File: src/rtl/ram_stream_reader.sv
// Read-side sequencer: issues RAM reads for a base/len window and streams the words out through a 2-entry buffer.
// Optional feature macro STREAM_STALL_CNT_EN adds the stall_cnt backpressure counter port.
module ram_stream_reader #(
  parameter int ADDR_WIDTH = 12,
  parameter int DATA_WIDTH = 64,
  parameter int DEPTH      = 256
) (
  input  logic                  clk,
  input  logic                  rstn,
  input  logic                  start,
  input  logic [ADDR_WIDTH-1:0] base_addr,
  input  logic [ADDR_WIDTH:0]   len,
  output logic                  busy,
  output logic                  done,
  output logic                  ram_rd_en,
  output logic [ADDR_WIDTH-1:0] ram_addr,
  input  logic [DATA_WIDTH-1:0] ram_dout,
  output logic                  out_valid,
  output logic [DATA_WIDTH-1:0] out_data,
  output logic                  out_last,
  input  logic                  out_ready
`ifdef STREAM_STALL_CNT_EN
  ,
  output logic [31:0]           stall_cnt
`endif
);

  typedef enum logic [1:0] {IDLE, RUN, DONE} state_t;

  localparam logic [ADDR_WIDTH:0]   CNT_ONE  = (ADDR_WIDTH+1)'(1);
  localparam logic [ADDR_WIDTH-1:0] ADDR_ONE = ADDR_WIDTH'(1);
  localparam logic [ADDR_WIDTH-1:0] ADDR_TOP = ADDR_WIDTH'(DEPTH - 1);

  state_t                state, state_nxt;
  logic [ADDR_WIDTH:0]   len_q, issued;
  logic [ADDR_WIDTH-1:0] addr_q, last_addr;
  logic                  inflight, inflight_last;
  logic [DATA_WIDTH-1:0] buf_data [2];
  logic [1:0]            buf_last;
  logic                  wr_ptr, rd_ptr;
  logic [1:0]            buf_count;
  logic [2:0]            occupancy;
  logic                  pop, issue, accept, finish;

  assign out_valid = (buf_count != 2'd0);
  assign out_data  = buf_data[rd_ptr];
  assign out_last  = buf_last[rd_ptr];
  assign pop       = out_valid && out_ready;
  assign busy      = (state != IDLE);
  assign done      = (state == DONE);

  // Words buffered plus in flight after this edge must stay within the 2-entry buffer.
  assign occupancy = 3'(buf_count) + 3'(inflight) - 3'(pop);
  assign issue     = (state == RUN) && (issued < len_q) && (occupancy < 3'd2);
  assign ram_rd_en = issue;
  assign ram_addr  = issue ? addr_q : last_addr;
  assign finish    = (issued == len_q) && !inflight &&
                     ((buf_count == 2'd0) || ((buf_count == 2'd1) && pop));

  always_comb begin
    state_nxt = state;
    accept    = 1'b0;
    case (state)
      IDLE: begin
        if (start) begin
          accept    = 1'b1;
          state_nxt = (len == '0) ? DONE : RUN;
        end
      end
      RUN:     if (finish) state_nxt = DONE;
      DONE:    state_nxt = IDLE;
      default: state_nxt = IDLE;
    endcase
  end

  always_ff @(posedge clk or negedge rstn) begin
    if (!rstn) begin
      state         <= IDLE;
      len_q         <= '0;
      issued        <= '0;
      addr_q        <= '0;
      last_addr     <= '0;
      inflight      <= 1'b0;
      inflight_last <= 1'b0;
    end else begin
      state         <= state_nxt;
      inflight      <= issue;
      inflight_last <= issue && (issued == len_q - CNT_ONE);
      if (accept) begin
        len_q  <= len;
        issued <= '0;
        addr_q <= base_addr;
      end else if (issue) begin
        issued    <= issued + CNT_ONE;
        last_addr <= addr_q;
        addr_q    <= (addr_q == ADDR_TOP) ? '0 : addr_q + ADDR_ONE;
      end
    end
  end

  // RAM data lands one edge after its issue cycle; buffer is a 2-deep circular FIFO.
  always_ff @(posedge clk or negedge rstn) begin
    if (!rstn) begin
      buf_data[0] <= '0;
      buf_data[1] <= '0;
      buf_last    <= '0;
      wr_ptr      <= 1'b0;
      rd_ptr      <= 1'b0;
      buf_count   <= '0;
    end else begin
      if (inflight) begin
        buf_data[wr_ptr] <= ram_dout;
        buf_last[wr_ptr] <= inflight_last;
        wr_ptr           <= ~wr_ptr;
      end
      if (pop) rd_ptr <= ~rd_ptr;
      buf_count <= buf_count + 2'(inflight) - 2'(pop);
    end
  end

`ifdef STREAM_STALL_CNT_EN
  always_ff @(posedge clk or negedge rstn) begin
    if (!rstn) begin
      stall_cnt <= '0;
    end else if (accept) begin
      stall_cnt <= '0;
    end else if ((state == RUN) && out_valid && !out_ready && (stall_cnt != '1)) begin
      stall_cnt <= stall_cnt + 32'd1;
    end
  end
`endif

endmodule

File: config.mk
export PLATFORM = sky130hd
export DESIGN_NAME = ram_stream_reader
export DESIGN_NICKNAME = d
export VERILOG_FILES = /design/src/rtl/ram_stream_reader.sv
export SDC_FILE = /design/constraint.sdc
export NUM_CORES = 1
export LEC_CHECK = 0
export BUFFER_PORTS_ARGS = -buffer_cell sky130_fd_sc_hd__buf_2
export CAP_MARGIN = 20
export CORE_MARGIN = 3
export CORE_UTILIZATION = 60
export DETAILED_ROUTE_END_ITERATION = 12
export PLACE_DENSITY = 0.95
export SYNTH_ARGS = -nofsm -noshare
export SYNTH_HDL_FRONTEND = slang
export SYNTH_SLANG_ARGS = --single-unit
File: constraint.sdc
create_clock -name clk -period 6.05 [get_ports clk]
set_input_delay 0.605 -clock clk [delete_from_list [all_inputs] [get_ports clk]]
set_output_delay 0.605 -clock clk [all_outputs]
set_load 0.005 [all_outputs]
# [Word-level counts from Yosys, hierarchy flattened]
# Index checks and enable logic that the tools add are counted.
[classes] add_sub_neg=7 order_cmp=8 eq_ne=8 muxes=23 n_bitwise=4 n_reduce_logical=18
[op_table] cell="$mux 64" count=4
[op_table] cell="$bwmux 128" count=1
[op_table] cell="$demux 64 s1" count=1
[op_table] cell="$mux 12" count=4
[op_table] cell="$eq 13x13->1" count=2
[op_table] cell="$mux 13" count=2
[op_table] cell="$add 13x1->13 const B" count=1
[op_table] cell="$logic_not 13->1" count=1
[op_table] cell="$lt 13x13->1" count=1
[op_table] cell="$sub 13x1->13 const B" count=1
[op_table] cell="$add 12x1->12 const B" count=1
[op_table] cell="$eq 12x8->1 const B" count=1
[op_table] cell="$logic_and 1x1->1" count=9
[op_table] cell="$mux 2" count=3
[op_table] cell="$reduce_bool 2->1" count=3
[op_table] cell="$mux 1" count=5
[op_table] cell="$eq 2x1->1 const B" count=2
[op_table] cell="$ge 2x2->1 const B" count=2
[op_table] cell="$logic_not 2->1" count=2
[op_table] cell="$lt 1x2->1 const B" count=2
[op_table] cell="$ne 2x2->1 const B" count=2
[op_table] cell="$not 1->2" count=2
[op_table] cell="$pmux 2 s2" count=1
[op_table] cell="$add 2x1->3" count=1
[op_table] cell="other kinds (13)" count=14
[word_totals] ff_bits=188 inputBits=93 output_inout_bits=81 word_cells=81

# [Longest topological paths before layout]
# Gate-level depths: netlist of the first run.
[depth] ltp_word=7 ltp_mapped=14 mapped_depth_nobuf=13

# [Worst setup path after synthesis of the first run]
# No wires, ideal clock.
[synth_path] kind="input port to output port" start="input out_ready" end="output ram_addr[10]" arrival_time_ps=3170 t_required_ps=5445 slack_ps=2275 stages=12 n_path_buf=1 path_cell_list="and2_1 > ha_1 > inv_1 > ha_1 > fa_1 > or4b_4 > nor3_4 > nand3_4 > clkinv_1 > clkbuf_1 > nand2_1 > nand2_1"
[synth_between] elab_chain_len=5
[synth_lines] element="from (decl)" line_no="21" source="input logic out_ready"
[synth_lines] element="$logic_and 1x1->1" line_no="48" source="assign pop = out_valid && out_ready;"
[synth_lines] element="$sub 3x1->3" line_no="53" source="assign occupancy = 3'(buf_count) + 3'(inflight) - 3'(pop);"
[synth_lines] element="net occupancy[1]" line_no="42" source="logic [2:0] occupancy;"
[synth_lines] element="$lt 3x2->1" line_no="54" source="assign issue = (state == RUN) && (issued < len_q) && (occupancy < 3'd2);"
[synth_lines] element="$logic_and 1x1->1" line_no="54"
[synth_lines] element="net ram_rd_en" line_no="15" source="output logic ram_rd_en,"
[synth_lines] element="$mux 12"
[synth_lines] element="to (decl)" line_no="16" source="output logic [ADDR_WIDTH-1:0] ram_addr,"
# The timed path passes the listed nets, and every way through them passes these cells.

# [Worst setup path in the final report of the first run]
[layout_path] start="register buf_count[1]" end="output ram_addr[7]"
[layout_between] elab_chain_len=6 elab_cells_between_ends=7 cone_classes="2 x add/sub; 1 x order compare; 1 x mux; 3 x reduce/logical"
[layout_lines] element="from (decl)" line_no="41" source="logic [1:0] buf_count;"
[layout_lines] element="from (signal assigned)" line_no="117" source="buf_count <= buf_count + 2'(inflight) - 2'(pop);"
[layout_lines] element="$reduce_bool 2->1" line_no="45" source="assign out_valid = (buf_count != 2'd0);"
[layout_lines] element="$logic_and 1x1->1" line_no="48"
[layout_lines] element="net pop" line_no="43" source="logic pop, issue, accept, finish;"
[layout_lines] element="$sub 3x1->3" line_no="53"
[layout_lines] element="net occupancy[1]" line_no="42"
[layout_lines] element="$lt 3x2->1" line_no="54"
[layout_lines] element="$logic_and 1x1->1" line_no="54"
[layout_lines] element="$mux 12"
# The timed path passes the listed nets, and every way through them passes these cells.

==> impl_metrics.yaml, run 1 <==
outcome:
  status: "finished clean"
clock_tree:
  ctsLongestPathBuffers: 2
  hold_buffers: 0
  clock_latency_ns: 0.43
  tritoncts: "built"
  clock-root-buffer: "clkbuf_16"
  clkTransAtPathRegs_ns: 0.07
  cts_buffers: 17
  post_cts_buffers: 0
  cts.sinks: 188
  cts_resized: 0
  h-tree-depth: 4
yosys:
  syn_nets: 866
  ys_warn_count: 0
  avgSynthCellArea_um2: 12.0
  ys_types: 53
  syn_area_um2: 9030
  syn_inst: 754
  synth_flop_cell: "dfrtp_1"
  async_flop_share_pct: 100
  ys_ff_latch: 188
  synth_enable_flop_cells: 0
  synth_seq_area_share_pct: 52.1
cells_and_area:
  syn2layout_area_growth_pct: 17.6
  final_nets: 1031
  diodes: 0
  fillers: 974
  layout-drive-gt1-share_pct: 44.8
power_and_ir_drop:
  internal-power_w: 0.00373
  power_frac_comb_pct: 43.6
  p_leak_nw: 4.92
  vdd_drop_max_mv: 0.246
  power_frac_clock_pct: 18.1
  switching_share_pct: 36.0
  pwr-share-seq_pct: 38.3
  switching_power_w: 0.00210
  powerDensity_nw_per_um2: 550
  totalPowerFinal_w: 0.00583
routing:
  vias_per_cell: 5.82
  ant_nets: 0
  first_iter_violations: 400
  first_pass_iters: 4
  drc: 0
  wl_per_cell_um: 18.4
  drt-total-wl_um: 20600
  vias: 6499
global_routing:
  overflow: 0
  grt_max_degree: 71
  grt_pass1_wl_um: 33500
  antenna_found_initial: 0
  track_usage_pct: 25.5
  grt_pass1_vias: 6719
setup_path:
  end_kind: "output pin"
  crit_fanout: 34
  arrival_ns: 4.24
  worst_ep_required_time_ns: 5.44
  start_kind: "register"
  critPathKind: "reg2out"
die:
  die_x_um: 129
  coreArea_um2: 14600
  start_util_pct: 61.6
  row_count: 44
  io_pins: 174
  dieArea_um2: 16600
  die-height_um: 129
run:
  maxCapViolCount: 0
min_path:
  min_path_type: "in2async"
placement:
  dp_hpwl_um: 14000
  portBuffers: 173
  place.gp.congestion: 0.853
timing:
  finClkSkew_ns: 0.0119
  setup_viol: 0
  finalSetupTns_ns: 0
  fmax_mhz: 206
  hold_slack_ns: 0.154
  finalCritPeriodShare_pct: 80.1
  rsz0062_at_grt: "no"
  post-route-min-period_ns: 4.84
  maxSlewViolCount: 0
  relSlewSlack_pct: 40.4
  finalHoldViolCount: 0
  tightestPinTransition_ns: 0.894
cells in the mapped netlist, types with 2 or more instances:
master / number / area [um2]
a21oi_1: 19 / 95.1
nand3_1: 21 / 105
a31o_2: 3 / 26.3
mux2i_1: 4 / 40.0
inv_1: 25 / 93.8
and4_1: 3 / 26.3
and3_1: 8 / 50.1
and2_1: 6 / 37.5
or4b_1: 2 / 20.0
xnor2_1: 9 / 78.8
nand4_1: 12 / 75.1
o211ai_1: 4 / 30.0
ha_1: 18 / 225
nand3b_1: 4 / 30.0
nor2_1: 17 / 63.8
xor2_1: 7 / 61.3
mux2_2: 196 / 2210
nand2b_1: 2 / 12.5
dfrtp_1: 188 / 4700
o21ai_0: 34 / 170
or3_1: 11 / 68.8
clkbuf_1: 29 / 109
nand2_1: 84 / 315
nor3_1: 8 / 40.0
nor2b_1: 2 / 12.5
buf_2: 3 / 15.0
nor4_1: 5 / 31.3
a31oi_1: 4 / 25.0
or4_1: 2 / 15.0
power groups by stage:
stage / Clock, W / Combinational [W] / Sequential [W]
after global placement: 0 / 0.00241 / 0.00219
after detailed placement: 0 / 0.00252 / 0.00224
after CTS: 0.00107 / 0.00256 / 0.00223
after floorplan: 0 / 0.00177 / 0.00209
after global routing: 0.00112 / 0.00281 / 0.00231
final: 0.00105 / 0.00254 / 0.00223
placed cells by master (no fill, tap or decap), types with 4 or more instances in the layout:
master / instances
ha_1: 18
xor2_1: 7
inv_6: 5
o21ai_0: 34
nand3_1: 21
o211ai_1: 4
nor2_1: 17
nand3b_1: 4
buf_2: 172
clkbuf_16: 17
dfrtp_1: 187
and2_1: 6
nor3_1: 8
or3_1: 11
mux2_2: 196
xnor2_1: 9
and3_1: 8
a21oi_1: 19
nor4_1: 5
a31oi_1: 4
inv_1: 25
buf_4: 6
mux2i_1: 4
nand2_1: 83
nand4_1: 12
kinds of logic after synthesis:
kind of cell               Yosys count  synth area share, %
muxes                              200                 24.9
and+or+nand+nor                    196                 11.2
DFF                                188                 52.1
AOI/OAI and AO/OA                   76                 4.99
buffers and inverters               59                 2.49
adders and majority gates           19                 2.72
xor gates and xnor gates            16                 1.55
state kept, by name, indices dropped and copies added, names as in the netlist, 2 cells and up:
signal	count
buf_data	128
issued	13
len_q	13
addr_q	12
last_addr	12
buf_count	2
buf_last	2
state	2
metrics by stage:
stage	instances	area (um2)	setup WS (ns)	util, %
after floorplan	754	9030	2.28	-
after global placement	1084	10100	1.66	68.7
after detailed placement	1084	10100	1.51	68.7
after CTS	1116	10600	1.19	72.5
after global routing	1116	10600	0.914	72.5
final	1116	10600	1.21	72.5
path summary, 6_finish.rpt:
kind | startpoint | endpoint | slack, ns | cells after the start
setup reg to reg | buf_count[1] | addr_q[11] | 2.04 | 13
min in group clk | base_addr[1] | addr_q[1] | 0.38 | 3
hold / removal | rstn | buf_data[77] | 0.15 | 1
hold reg to reg | last_addr[6] | last_addr[6] | 0.47 | 2
setup / recovery | buf_count[1] | ram_addr[7] | 1.21 | 14
max in group asynchronous | rstn | issued[10] | 4.67 | 2
per-layer routing:
metal | global-route usage (%) | wire length, um
met2 | 45.6 | 10700
met1 | 30.0 | 8130
met5 | 0 | 0
met3 | 5.77 | 1280
met4 | 9.08 | 442
worst max-delay path: stages (launching register included):
cell and delay, ns:
dfrtp_1 0.40, inv_1 0.10, nand2_1 0.07, and2_1 0.18, ha_1 0.28, inv_1 0.04
ha_1 0.19, fa_1 0.47, or4b_4 0.55, nor3_4 0.28, nand3_4 0.35, clkinv_1 0.55
nand2_1 0.15, nand2_1 0.09, buf_2 0.11
final cells by class:
class	instances	area, um2	share of cell area, %
well taps	184	230	2.17
clock buffers	17	425	4.01
inverters	26	97.6	0.920
multi-input cells	507	4110	38.7
repair buffers	179	917	8.64
flip-flops and latches	188	4710	44.3
clock inverters	15	130	1.23
Power figures use the tool's default switching activity.
==> run 2, diff against run 1 <==
- ABC_AREA: not set -> 1
- CORE_UTILIZATION: 60 -> 51
- PLACE_DENSITY: 0.95 -> 0.87
- clock period: 6.05 -> 4.4 ns (I/O delays scaled with it)
==> run 2 against run 1 <==
Against the previous run: highest routed layer unchanged; core utilization down 12 points; clock power is 45% higher; synthesized area up 4.8%.
==> impl_metrics.yaml, run 2 <==
power_and_ir_drop:
  totalPowerFinal_w: 0.00767
  vdd_drop_max_mv: 0.435
  switching_share_pct: 40.4
  pwr-share-seq_pct: 38.4
  power_frac_clock_pct: 19.8
  p_leak_nw: 6.16
  powerDensity_nw_per_um2: 698
  power_frac_comb_pct: 41.8
  switching_power_w: 0.00310
  internal-power_w: 0.00457
yosys:
  ys_types: 39
  syn_area_um2: 9460
  yosys-top-cells-area: "dfrtp_1, nand2_1, o21ai_0, inv_1, nand3_1"
  synth_enable_flop_cells: 0
  ys_warn_count: 0
  synth.most_common_cell: "nand2_1"
  synth_seq_area_share_pct: 49.7
  syn_inst: 1244
  yosysTopAreaCell: "dfrtp_1"
  synth_top_area_share_pct: 49.7
  synth_common_cells: "nand2_1, dfrtp_1, o21ai_0"
  syn_nets: 1356
  synth_flop_cell: "dfrtp_1"
  ys_ff_latch: 188
  avgSynthCellArea_um2: 7.60
  async_flop_share_pct: 100
routing:
  drt-total-wl_um: 22300
  drc: 0
  first_iter_violations: 582
  first_pass_iters: 4
  ant_nets: 0
  wl_per_cell_um: 13.8
  vias_per_cell: 5.13
  vias: 8336
timing:
  fmax_mhz: 251
  maxSlewViolCount: 0
  setup_viol: 0
  layout_setup_ws_ns: 0.412
  rsz0062_at_grt: "no"
  tightestPinTransition_ns: 0.990
  finalCritPeriodShare_pct: 90.6
  finalSetupTns_ns: 0
  finClkSkew_ns: 0.00962
  finalHoldViolCount: 0
  relSlewSlack_pct: 34.0
  post-route-min-period_ns: 3.99
cells_and_area:
  final_common_cell: "nand2_1"
  reg_top3: "buf_data: 128 flops, issued: 13 flops, len_q: 13 flops"
  syn2layout_area_growth_pct: 16.3
  layout_common_cells: "nand2_1, dfrtp_1, buf_2, o21ai_0, inv_1"
  final_nets: 1496
  largest_reg_flops: 128
  fillers: 1592
  diodes: 0
  top_register: "buf_data"
  layout-drive-gt1-share_pct: 16.6
global_routing:
  antenna_found_initial: 0
  grt_pass1_wl_um: 36900
  track_usage_pct: 22.1
  grt_pass1_vias: 7803
  grt_max_degree: 111
  overflow: 0
outcome:
  status: "finished clean"
setup_path:
  start_kind: "register"
  max_stage_delay_ns: 0.47
  critPathKind: "reg2out"
  critPathBufInv: 4
  arrival_ns: 3.55
  rr_worst_depth: 17
  crit_family: "adder cells"
  crit_top_cell: "nand2_1"
  crit_fanout: 12
  end_kind: "output pin"
  cp_cell_sequence: "inv_1 -> nand2_1 -> nand2_1 -> inv_1 -> ha_1 -> inv_1 -> ha_1 -> fa_1 -> nor2_1 -> o21a_1 -> nand2_1 -> a21oi_4 -> a21boi_2 -> nand2_1 -> nand2_1 -> buf_2"
  worst_ep_required_time_ns: 3.96
  slowest_stage: "fa_1"
  crit_cells: 16
die:
  coreArea_um2: 18100
  dieArea_um2: 20200
  row_count: 49
  start_util_pct: 52.3
  die-height_um: 142
  die_x_um: 142
  io_pins: 174
clock_tree:
  clock_latency_ns: 0.43
  hold_buffers: 0
  cts.sinks: 188
  h-tree-depth: 4
  cts_buffers: 17
  clock-root-buffer: "clkbuf_16"
  ctsLongestPathBuffers: 2
  clkTransAtPathRegs_ns: 0.07
  tritoncts: "built"
placement:
  dp_hpwl_um: 15400
  place.gp.congestion: 0.887
  dp_slack_ns: 0.757
  portBuffers: 173
run:
  maxCapViolCount: 0
min_path:
  min_path_type: "in2async"
==> run 2: cell count changes in the layout (fill, tap and decap cells not counted), moves of 8 or more <==
cell	delta
nand3_1	+25
or3_1	-11
nor2_1	+30
a21oi_1	-16
inv_1	+104
o21ai_1	+11
o21ai_0	+125
nand2_1	+420
and3_1	-8
mux2_2	-196
==> run 2: worst paths after layout <==
check | start | to | slack [ns]
max in group asynchronous | rstn | buf_data[0] | 3.16
hold reg to reg | last_addr[1] | last_addr[1] | 0.48
hold / removal | rstn | buf_data[83] | 0.13
min in group clk | len[2] | len_q[2] | 0.23
setup / recovery | buf_count[1] | ram_addr[6] | 0.41
setup reg to reg | buf_count[1] | addr_q[1] | 0.95
==> run 2: per-stage QoR <==
| step | std cells | hold WS, ns | utilization (%) | area (um2) |
|---|---|---|---|---|
| after global routing | 1625 | 0.222 | 60.8 | 11000 |
| final | 1625 | 0.132 | 60.8 | 11000 |
| after global placement | 1594 | 0.458 | 57.6 | 10400 |
| after floorplan | 1244 | 0.144 | - | 9460 |
| after CTS | 1625 | 0.178 | 60.8 | 11000 |
| after detailed placement | 1594 | 0.466 | 57.6 | 10400 |
==> run 2: cells by family after synthesis <==
family	count (synthesis)	synth area share (%)
simple gates	637	27.1
xor+xnor	20	2.00
fa+ha+maj	19	2.59
flops	188	49.7
buf+inv	193	8.16
compound gates	187	10.4
==> run 2: power by group through the flow <==
stage	clock network (W)	registers, W	logic (W)
2_1_floorplan	0	0.00285	0.00220
3_3_place_gp	0	0.00293	0.00309
3_5_place_dp	0	0.00296	0.00321
4_1_cts	0.00155	0.00294	0.00322
5_1_grt	0.00161	0.00304	0.00371
6_report	0.00152	0.00294	0.00321
==> run 2: repair_timing <==
action                                  CTS  global route
setup buffers                             0             0
resized for setup                         0             1
endpoints found under the setup margin    0            12
==> run 2: per-layer routing <==
metal | share of wire, % | wire length, um | vias to the layer above | GRT usage (%)
li1 | - | - | 4162 | -
met1 | 44 | 9790 | 3858 | 30.2
met2 | 48 | 10700 | 281 | 36.5
met3 | 6.4 | 1420 | 35 | 3.76
met4 | 1.8 | 401 | 0 | 6.72
met5 | 0 | 0 | - | 0
==> run 2: final cells by class <==
type	count	area (um2)	area share, %
flip-flops and latches	188	4710	42.8
multi-input cells	863	4000	36.4
repair buffers	181	932	8.47
inverters	133	499	4.54
clock buffers	20	437	3.97
well taps	229	287	2.60
clock inverters	11	138	1.25
